**src/rtl/pwrmgr_rst_arb_if.sv**
```systemverilog
// ---------------------------------------------------------------------------
// pwrmgr_rst_arb_if
// Bundles the reset-request arbiter's request sources, fast-FSM handshake and
// software-visible outputs.
//   rstreq_i     [NumSrc]   peripheral reset requests (level)
//   rstreq_en_i  [NumSrc]   per-source enables
//   esc_rst_i               escalation reset request (level)
//   fsm_active_i            fast FSM in active state
//   rst_ack_i               reset path entered
//   rst_done_i              reset path complete (pulse)
//   cause_clr_i             clear sticky cause (pulse)
//   reset_reqs_o [NumSrc+1] request vector to the fast FSM
//   cause_o      [NumSrc+1] sticky granted-cause record
//   busy_o                  arbiter not idle
// Modports: slave = arbiter side, master = requester / fast-FSM side.
// ---------------------------------------------------------------------------
interface pwrmgr_rst_arb_if #(
    parameter int unsigned NumSrc = 4
) ();
    logic [NumSrc-1:0] rstreq_i;
    logic [NumSrc-1:0] rstreq_en_i;
    logic              esc_rst_i;
    logic              fsm_active_i;
    logic              rst_ack_i;
    logic              rst_done_i;
    logic              cause_clr_i;
    logic [NumSrc:0]   reset_reqs_o;
    logic [NumSrc:0]   cause_o;
    logic              busy_o;

    modport slave (
        input  rstreq_i, rstreq_en_i, esc_rst_i, fsm_active_i,
        input  rst_ack_i, rst_done_i, cause_clr_i,
        output reset_reqs_o, cause_o, busy_o
    );

    modport master (
        output rstreq_i, rstreq_en_i, esc_rst_i, fsm_active_i,
        output rst_ack_i, rst_done_i, cause_clr_i,
        input  reset_reqs_o, cause_o, busy_o
    );
endinterface

```
**src/rtl/pwrmgr_rst_arb.sv**
```systemverilog
// ---------------------------------------------------------------------------
// pwrmgr_rst_arb
// Reset-request arbiter in front of the power manager fast FSM. Qualifies
// enabled peripheral requests, picks the lowest-index one (escalation, index
// NumSrc, always wins), and holds a registered one-hot request towards the fast
// FSM until the reset path completes. Granted causes are recorded in a sticky
// register for readback after reboot.
// Ports:
//   clk_i   fast power-manager clock
//   rst_ni  asynchronous active-low reset
//   bus     pwrmgr_rst_arb_if.slave (requests, handshake, outputs)
// Build option:
//   PWRMGR_RST_FILTER_EN  when defined, a peripheral request must persist
//                         through a Filter state for FilterCycles cycles before
//                         it is granted. When undefined, a qualified request
//                         goes straight to Req and FilterCycles is unused.
// ---------------------------------------------------------------------------
module pwrmgr_rst_arb #(
    parameter int unsigned NumSrc       = 4,
    parameter int unsigned FilterCycles = 4
) (
    input logic             clk_i,
    input logic             rst_ni,
    pwrmgr_rst_arb_if.slave bus
);
    localparam int unsigned NumReq = NumSrc + 1;
    localparam int unsigned GntW   = $clog2(NumReq);
    localparam logic [GntW-1:0] EscIdx = GntW'(NumSrc);

    if ((NumSrc < 1) || (NumSrc > 16) || (FilterCycles < 2) || (FilterCycles > 255))
    begin : gen_param_check
        $error("pwrmgr_rst_arb: NumSrc or FilterCycles out of range");
    end

    typedef enum logic [1:0] {StIdle, StFilter, StReq, StWait} state_e;

    state_e            state_q, state_d;
    logic [GntW-1:0]   grant_q, grant_d;
    logic [NumReq-1:0] reset_reqs_q, reset_reqs_d;
    logic [NumReq-1:0] cause_q, cause_d;
    logic [NumReq-1:0] cause_set;
    logic [NumReq-1:0] grant_oh_d;

    logic [NumSrc-1:0] qual;
    logic              any_qual;
    logic [GntW-1:0]   pick;

`ifdef PWRMGR_RST_FILTER_EN
    localparam int unsigned CntW = 8;
    localparam logic [CntW-1:0] CntLast = CntW'(FilterCycles - 1);

    logic [CntW-1:0]   cnt_q, cnt_d;
    logic [NumReq-1:0] grant_oh_q;
    logic              src_hold;

    // The filtered source must stay both requested and enabled; fsm_active is
    // only a qualifier for acceptance in Idle.
    assign grant_oh_q = NumReq'(1) << grant_q;
    assign src_hold   = |(grant_oh_q[NumSrc-1:0] & bus.rstreq_i & bus.rstreq_en_i);
`endif

    assign qual     = bus.rstreq_i & bus.rstreq_en_i & {NumSrc{bus.fsm_active_i}};
    assign any_qual = |qual;

    // Fixed priority: lowest set index wins.
    always_comb begin
        pick = '0;
        for (int i = int'(NumSrc) - 1; i >= 0; i--) begin
            if (qual[i]) begin
                pick = GntW'(i);
            end
        end
    end

    // State and datapath registers.
    always_ff @(posedge clk_i or negedge rst_ni) begin
        if (!rst_ni) begin
            state_q      <= StIdle;
            grant_q      <= '0;
            reset_reqs_q <= '0;
            cause_q      <= '0;
`ifdef PWRMGR_RST_FILTER_EN
            cnt_q        <= '0;
`endif
        end else begin
            state_q      <= state_d;
            grant_q      <= grant_d;
            reset_reqs_q <= reset_reqs_d;
            cause_q      <= cause_d;
`ifdef PWRMGR_RST_FILTER_EN
            cnt_q        <= cnt_d;
`endif
        end
    end

    // Next-state logic.
    always_comb begin
        state_d = state_q;
        grant_d = grant_q;
`ifdef PWRMGR_RST_FILTER_EN
        cnt_d   = cnt_q;
`endif
        unique case (state_q)
            StIdle: begin
                if (bus.esc_rst_i) begin
                    state_d = StReq;
                    grant_d = EscIdx;
                end else if (any_qual) begin
                    grant_d = pick;
`ifdef PWRMGR_RST_FILTER_EN
                    cnt_d   = '0;
                    state_d = StFilter;
`else
                    state_d = StReq;
`endif
                end
            end
`ifdef PWRMGR_RST_FILTER_EN
            StFilter: begin
                if (bus.esc_rst_i) begin
                    state_d = StReq;
                    grant_d = EscIdx;
                end else if (!src_hold) begin
                    state_d = StIdle;
                    cnt_d   = '0;
                end else if (cnt_q == CntLast) begin
                    state_d = StReq;
                end else begin
                    cnt_d = cnt_q + 1'b1;
                end
            end
`endif
            StReq: begin
                if (bus.rst_ack_i) begin
                    state_d = StWait;
                end
            end
            StWait: begin
                if (bus.rst_done_i) begin
                    state_d = StIdle;
                end
            end
            default: state_d = StIdle;
        endcase
    end

    assign grant_oh_d = NumReq'(1) << grant_d;

    // Registered-output next values.
    always_comb begin
        reset_reqs_d = reset_reqs_q;
        cause_set    = '0;
        // Entering Req from Idle/Filter loads the one-hot grant.
        if ((state_q != StReq) && (state_q != StWait) && (state_d == StReq)) begin
            reset_reqs_d = grant_oh_d;
            cause_set    = grant_oh_d;
        end
        // Escalation during a peripheral reset request is overlaid, not swapped.
        if ((state_q == StReq) && bus.esc_rst_i && (grant_q != EscIdx)) begin
            reset_reqs_d[NumSrc] = 1'b1;
            cause_set[NumSrc]    = 1'b1;
        end
        if ((state_q == StWait) && bus.rst_done_i) begin
            reset_reqs_d = '0;
        end
        // A same-cycle set survives a clear.
        cause_d = (bus.cause_clr_i ? '0 : cause_q) | cause_set;
    end

    assign bus.reset_reqs_o = reset_reqs_q;
    assign bus.cause_o      = cause_q;
    assign bus.busy_o       = (state_q != StIdle);
endmodule

```
**src/flat_wrapper.sv**
```systemverilog
// flat-port wrapper written by rule: the top's interface ports become plain ports
module pwrmgr_rst_arb_flat 
#(
    parameter int unsigned NumSrc       = 4,
    parameter int unsigned FilterCycles = 4
)
  (clk_i, rst_ni, bus_rstreq_i, bus_rstreq_en_i, bus_esc_rst_i, bus_fsm_active_i, bus_rst_ack_i, bus_rst_done_i, bus_cause_clr_i, bus_reset_reqs_o, bus_cause_o, bus_busy_o);
  pwrmgr_rst_arb_if #(.NumSrc(NumSrc)) bus_i ();
  input logic clk_i;
  input logic rst_ni;
  input wire logic [$bits(bus_i.rstreq_i)-1:0] bus_rstreq_i;
  input wire logic [$bits(bus_i.rstreq_en_i)-1:0] bus_rstreq_en_i;
  input wire logic [$bits(bus_i.esc_rst_i)-1:0] bus_esc_rst_i;
  input wire logic [$bits(bus_i.fsm_active_i)-1:0] bus_fsm_active_i;
  input wire logic [$bits(bus_i.rst_ack_i)-1:0] bus_rst_ack_i;
  input wire logic [$bits(bus_i.rst_done_i)-1:0] bus_rst_done_i;
  input wire logic [$bits(bus_i.cause_clr_i)-1:0] bus_cause_clr_i;
  output wire logic [$bits(bus_i.reset_reqs_o)-1:0] bus_reset_reqs_o;
  output wire logic [$bits(bus_i.cause_o)-1:0] bus_cause_o;
  output wire logic [$bits(bus_i.busy_o)-1:0] bus_busy_o;
  assign bus_i.rstreq_i = bus_rstreq_i;
  assign bus_i.rstreq_en_i = bus_rstreq_en_i;
  assign bus_i.esc_rst_i = bus_esc_rst_i;
  assign bus_i.fsm_active_i = bus_fsm_active_i;
  assign bus_i.rst_ack_i = bus_rst_ack_i;
  assign bus_i.rst_done_i = bus_rst_done_i;
  assign bus_i.cause_clr_i = bus_cause_clr_i;
  assign bus_reset_reqs_o = bus_i.reset_reqs_o;
  assign bus_cause_o = bus_i.cause_o;
  assign bus_busy_o = bus_i.busy_o;
  pwrmgr_rst_arb #(.NumSrc(NumSrc), .FilterCycles(FilterCycles)) u_core (.clk_i(clk_i), .rst_ni(rst_ni), .bus(bus_i));
endmodule
```
**config.mk**
```make
export PLATFORM = sky130hd
export DESIGN_NAME = pwrmgr_rst_arb_flat
export DESIGN_NICKNAME = d
export VERILOG_FILES = /design/src/rtl/pwrmgr_rst_arb_if.sv /design/src/rtl/pwrmgr_rst_arb.sv /design/src/flat_wrapper.sv
export SDC_FILE = /design/constraint.sdc
export NUM_CORES = 1
export LEC_CHECK = 0
export BUFFER_PORTS_ARGS = -buffer_cell sky130_fd_sc_hd__buf_2
export CORE_MARGIN = 8
export CORE_UTILIZATION = 45
export DETAILED_ROUTE_END_ITERATION = 12
export HOLD_SLACK_MARGIN = 0.02
export PLACE_DENSITY = 0.75
export SLEW_MARGIN = 20
export SYNTH_ARGS = -nofsm -noshare
export SYNTH_HDL_FRONTEND = slang
export SYNTH_SLANG_ARGS = --single-unit
```
**constraint.sdc**
```tcl
create_clock -name clk_i -period 1.7 [get_ports clk_i]
set_input_delay 0 -clock clk_i [delete_from_list [all_inputs] [get_ports clk_i]]
set_output_delay 0 -clock clk_i [all_outputs]
set_load 0.005 [all_outputs]
```
# --- Yosys cells after proc, flatten, opt, wreduce, memory -nomap -nowiden ---
# Cells that the tools add are included.
word_totals:
  ff_bits: 15
  latchBits: 0
  mem_bits_rw: 0
  romBits: 0
  input_bits: 15
  n_memories: 0
classes:
  n_addsub: 0
  multipliers: 0
  n_div: 0
  n_lt_le_gt_ge: 0
  eq_ne: 6
  shift: 1
  mux: 18
  bitwise: 3
  n_reduce_logical: 10
ops:
  columns: ["op", "n"]
  rows:
  - ["2-to-1 mux 5 bit", 4]
  - ["2-to-1 mux 3 bit", 6]
  - ["2-to-1 mux 2 bit", 5]
  - ["bitwise AND 4 bit", 2]
  - ["equality test 2 bit, second input constant", 3]
  - ["case mux 2 bit (3 select lines)", 1]
  - ["logical AND 1 bit", 5]
  - ["OR 5 bit", 1]
  - ["<< shifter 1 x 3 -> 5 bit, first input constant", 1]
  - ["inequality test 2 bit, second input constant", 2]
  - ["nonzero test 2 bit", 2]
  - ["OR reduction 4 bit", 1]
  - ["inequality test 3 bit, second input constant", 1]
  - ["nonzero test 3 bit", 1]
  - ["logical NOT 2 bit", 1]
  - ["2-to-1 mux 1 bit", 2]

# --- Logic depth before layout (Yosys ltp) ---
logic_depth:
  ltp_word: 13
  depth_mapped: 5
  depth_no_buf: 3

# --- Least setup slack after synthesis ---
# No wires, ideal clock.
synth_timing:
  path_kind: "flip-flop to flip-flop"
  startpoint: "register u_core.state_q[1]"
  endpoint: "register u_core.reset_reqs_q[4] (netlist: u_core.bus.reset_reqs_o[4])"
  arrival_ps: 1169
  setup_slack_ps: 386
  stages_incl_launch_ff: 5
  synth_period_minus_slack_ps: 1314
  path_cell_list: "dfrtp_1 -> buf_6 -> or3b_1 -> o21ba_4 -> o21ai_0"
synth_between:
  elab_chain_len: 6
  elab_cells_between_ends: 22
  classes_between: "eq/ne: 5; shift: 1; mux: 9; reduce/logical: 7"
synth_lines:
  columns: ["element", "line_no", "text"]
  rows:
  - ["from (decl)", "pwrmgr_rst_arb.sv:37", "state_e state_q, state_d;"]
  - ["from (signal assigned)", "pwrmgr_rst_arb.sv:78", "state_q <= StIdle;"]
  - ["from (signal assigned)", "pwrmgr_rst_arb.sv:86", "state_q <= state_d;"]
  - ["2-to-1 mux 2 bit or logical NOT 2 bit (tied branches)", "pwrmgr_rst_arb.sv:108, pwrmgr_rst_arb.sv:103", null]
  - ["2-to-1 mux 2 bit or 2-to-1 mux 3 bit (tied branches)", "pwrmgr_rst_arb.sv:105, pwrmgr_rst_arb.sv:103", null]
  - ["case mux 2 bit (3 select lines) or << shifter 1 x 3 -> 5 bit (tied branches)", "pwrmgr_rst_arb.sv:103, pwrmgr_rst_arb.sv:147", null]
  - ["equality test 2 bit or 2-to-1 mux 5 bit (tied branches)", "pwrmgr_rst_arb.sv:154", "if ((state_q != StReq) && (state_q != StWait) && (state_d == StReq)) begin"]
  - ["logical AND 1 bit or 2-to-1 mux 1 bit (tied branches)", "pwrmgr_rst_arb.sv:154, pwrmgr_rst_arb.sv:159", null]
  - ["nonzero test 3 bit (no line) or 2-to-1 mux 5 bit (tied branches)", null, null]
  - ["to (signal assigned)", "pwrmgr_rst_arb.sv:88", "reset_reqs_q <= reset_reqs_d;"]
  - ["to (decl)", "pwrmgr_rst_arb.sv:39", "logic [NumReq-1:0] reset_reqs_q, reset_reqs_d;"]
# Parallel ways exist; a longest one is shown, timed or not. The select of a mux whose other input is x is not followed.
# A chain may end at the register's enable or synchronous reset.

# --- Final worst setup path ---
layout_timing:
  startpoint: "register u_core.state_q[0]"
  endpoint: "register u_core.reset_reqs_q[4] (netlist: u_core.bus.reset_reqs_o[4])"
# Same word-level chain as after synthesis.

==> qor.txt <==
Outcome: finished clean
Final net count: 118
Most frequent cells in the layout: 25 x sky130_fd_sc_hd__buf_2, 15 x sky130_fd_sc_hd__dfrtp_1, 10 x sky130_fd_sc_hd__o21ai_0, 10 x sky130_fd_sc_hd__nand3_1, 8 x sky130_fd_sc_hd__inv_1
CP required: 1.85 ns
Starting Density: 48.3%
Stage delay of the slowest cell on the critical path: 0.48 ns
Startpoint Class: register
Number of CTS-inserted buffers: 3
Number of maximum-capacitance constraint violations: 0
Simple-gate area share of the yosys netlist: 20.0%
Crit share post-route: 84.4%
# Post-CTS Setup Buffers: 0
Length of the first detailed-routing pass in iterations: 4
Clock transition time at the flip-flop clock pins of the worst setup and hold paths: 0.09 ns
Non-filler cells in the finished layout: 118
Source-to-sink clock delay at the later pin of the worst-skew pair: 0.28 ns
Slowest cell on the critical path: sky130_fd_sc_hd__dfrtp_1
Hold Buf Count CTS: 3
Maximum number of pins on one net before global-route repair: 16
Final setup violating endpoints: 0
Final HPWL from detailed placement: 1400 µm
Die width: 56.2 µm
Wire length of the first global-routing pass: 2880 µm
Worst Skew: 0.00555 ns
Power per cell area: 1160 nW/µm²
Arrival time worst endpoint: 1.58 ns
Proportion of total power due to net switching: 34.2%
Clock H-tree levels: 1
Area growth from synthesis to layout: 25.8%
Delay-heaviest family, CP: flip-flops
Synthesized-area fraction occupied by adder cells: 0%
Antenna-violating nets left: 0
Count of antenna diodes in the layout: 0
Yosys Warn Count: 0
Most used DFF post-synth: sky130_fd_sc_hd__dfrtp_1
Total count of max-transition violations in the final report: 0
Number of cells produced by synthesis: 72
Register bit count reported by yosys: 15
Startpoint of the worst-slack reg-to-reg timing path: u_core.state_q[0]
Core area: 1510 µm²
Shortest period the worst path allows: 1.43 ns
TritonCTS clock tree: built
Drt via density: 5.58
TritonCTS sink count: 15
Via count: 659
Sink of the worst hold path: u_core.state_q[1]
Post-Route Setup TNS: 0 ns
Standard-cell rows: 14
PnR worst setup slack: 0.266 ns
Multiplexer area fraction after synthesis: 0%
Maximum ir drop on the vdd rail: 0.983 mV
Parity-gate share of the synthesized area counting xor and xnor cells: 0%
Final hold violation count: 0
Count of routing violations after the opening detailed-route iteration: 14
Commonest non-fill, non-tap cell in the layout: sky130_fd_sc_hd__buf_2
Mapped cell area: 727 µm²
Post-CTS sizing: 0
Syn_nets: 87
Setup slack of the most critical reg-to-reg path: 0.27 ns
WL/cell: 14.6 µm
Type of destination of the critical path: register
Cell count after placement: 111
Drt total wl: 1730 µm
Leakage power total: 0.455 nW
Worst hold margin: 0.0485 ns
Synthesized area divided by synthesized cell count: 10.1 µm²
Top fanout value on the critical path: 8
Global-route usage over all layers: 11.0%
Yosys cell types: 21
Combinational Power Share: 29.8%
Compound-Gate Fraction of Synth Area: 22.2%
Register-to-Register Path Depth: 3
Maximum root-to-sink buffer count: 2
Post-synthesis sequential area ratio: 51.6%
Unrepaired setup endpoints after global routing: false
Total congestion overflow after global routing: 0
Critical path, cell by cell: or3b_1 > o21ba_4 > o21ai_0
Critical path class: register to register
Switching power: 0.362 mW
Maximum clock rate: 697 MHz
Clock network fraction of design power: 19.2%
Hold Crit Depth: 3
Total die area: 3160 µm²
Pre-CTS setup slack: 0.282 ns
Ratio of cells with drive above 1 in the final layout: 32.4%
Number of buffer cells added on primary ports: 25
I/O pin cnt: 26
Fillers: 139
Remaining design rule violation count: 0
Share of synthesized registers carrying an async set or reset: 100%
Worst hold-check path type: input port to register
Number of synthesized flops with an enable pin: 0
Final GP Congestion: 0.887
Vias in the first global route: 667
Worst path bufs/invs: 0
Cell at the root of the clock tree: sky130_fd_sc_hd__clkbuf_4
Slew of the pin with the lowest slew margin: 0.409 ns
Largest family of logic cells by synthesized area: compound AO/OA/AOI/OAI gates
Worst hold path startpoint: bus_fsm_active_i
Die H: 56.2 µm
Initial antenna violation count: 0
Sequential fraction of design power: 51.0%
Worst slew margin relative to its limit: 72.4%
Power Internal: 0.698 mW
Worst reg2reg path endpoint: u_core.bus.reset_reqs_o[4]
## layer usage
| layer | routed length [µm] | vias to the layer above | track usage (%) |
|---|---|---|---|
| met4 | 35 | 0 | 6.19 |
| li1 | - | 321 | - |
| met2 | 800 | 26 | 18.2 |
| met3 | 103 | 4 | 2.28 |
| met5 | 0 | - | 0 |
| met1 | 790 | 308 | 12.7 |
## power groups by stage
stage | Sequential [mW] | Combinational (mW) | Clock, mW
2_1_floorplan | 0.520 | 0.232 | 0
3_3_place_gp | 0.543 | 0.307 | 0
3_5_place_dp | 0.549 | 0.315 | 0
4_1_cts | 0.541 | 0.321 | 0.203
5_1_grt | 0.556 | 0.359 | 0.219
6_report | 0.541 | 0.315 | 0.204
## worst max-delay path by stage
stage,startpoint,endpoint,slack (ns),cells after the start
2_1_floorplan,u_core.state_q[1],u_core.bus.reset_reqs_o[4],0.39,4
3_3_place_gp,u_core.state_q[0],u_core.bus.reset_reqs_o[4],0.34,3
3_5_place_dp,u_core.state_q[0],u_core.bus.reset_reqs_o[4],0.28,3
4_1_cts,u_core.state_q[0],u_core.bus.reset_reqs_o[4],0.27,3
5_1_grt,u_core.state_q[0],u_core.bus.reset_reqs_o[0],0.20,3
6_report,u_core.state_q[0],u_core.bus.reset_reqs_o[4],0.27,3
## cells by family after synthesis
group                  after synthesis
flip-flops                          15
AO/OA/AOI/OAI                       23
buffers and inverters               10
AND/OR/NAND/NOR                     24
## flip-flops by register name (all words and copies together) (netlist names)
| signal | count |
|---|---|
| u_core.bus.cause_o | 5 |
| u_core.bus.reset_reqs_o | 5 |
| u_core.grant_q | 3 |
| u_core.state_q | 2 |
## tightest hold or removal path, cell delays in order
cell	delay (ns)
sky130_fd_sc_hd__buf_2	0.13
sky130_fd_sc_hd__o21ai_0	0.08
sky130_fd_sc_hd__a22oi_1	0.09
## Yosys cell counts, types with 2 or more instances
cell                       number  share of area (%)
sky130_fd_sc_hd__dfrtp_1       15                 52
sky130_fd_sc_hd__and2_1         2                1.7
sky130_fd_sc_hd__nand3_1       10                6.9
sky130_fd_sc_hd__a22oi_1        2                2.1
sky130_fd_sc_hd__or3b_1         2                2.4
sky130_fd_sc_hd__nand2b_1       2                1.7
sky130_fd_sc_hd__o22ai_1        4                3.4
sky130_fd_sc_hd__inv_1          8                4.1
sky130_fd_sc_hd__nor2_1         3                1.5
sky130_fd_sc_hd__a22o_1         2                2.4
sky130_fd_sc_hd__o21ai_0       10                6.9
sky130_fd_sc_hd__nand2_1        3                1.5
## cell type report
type                    count  area [µm²]  area share, %
well taps                  16        20.0           2.19
clock buffers               3        22.5           2.46
flip-flops and latches     15         375           41.0
clock inverters             1        5.00          0.547
multi-input cells          47         307           33.5
repair buffers             28         155           17.0
inverters                   8        30.0           3.28
## per-stage QoR
step	power (mW)	instance area (µm²)	util, %
3_3_place_gp	0.850	857	56.9
3_5_place_dp	0.864	857	56.9
6_report	1.06	915	60.7
2_1_floorplan	0.753	727	-
4_1_cts	1.06	915	60.7
5_1_grt	1.13	915	60.7
Power figures use the tool's default switching activity.
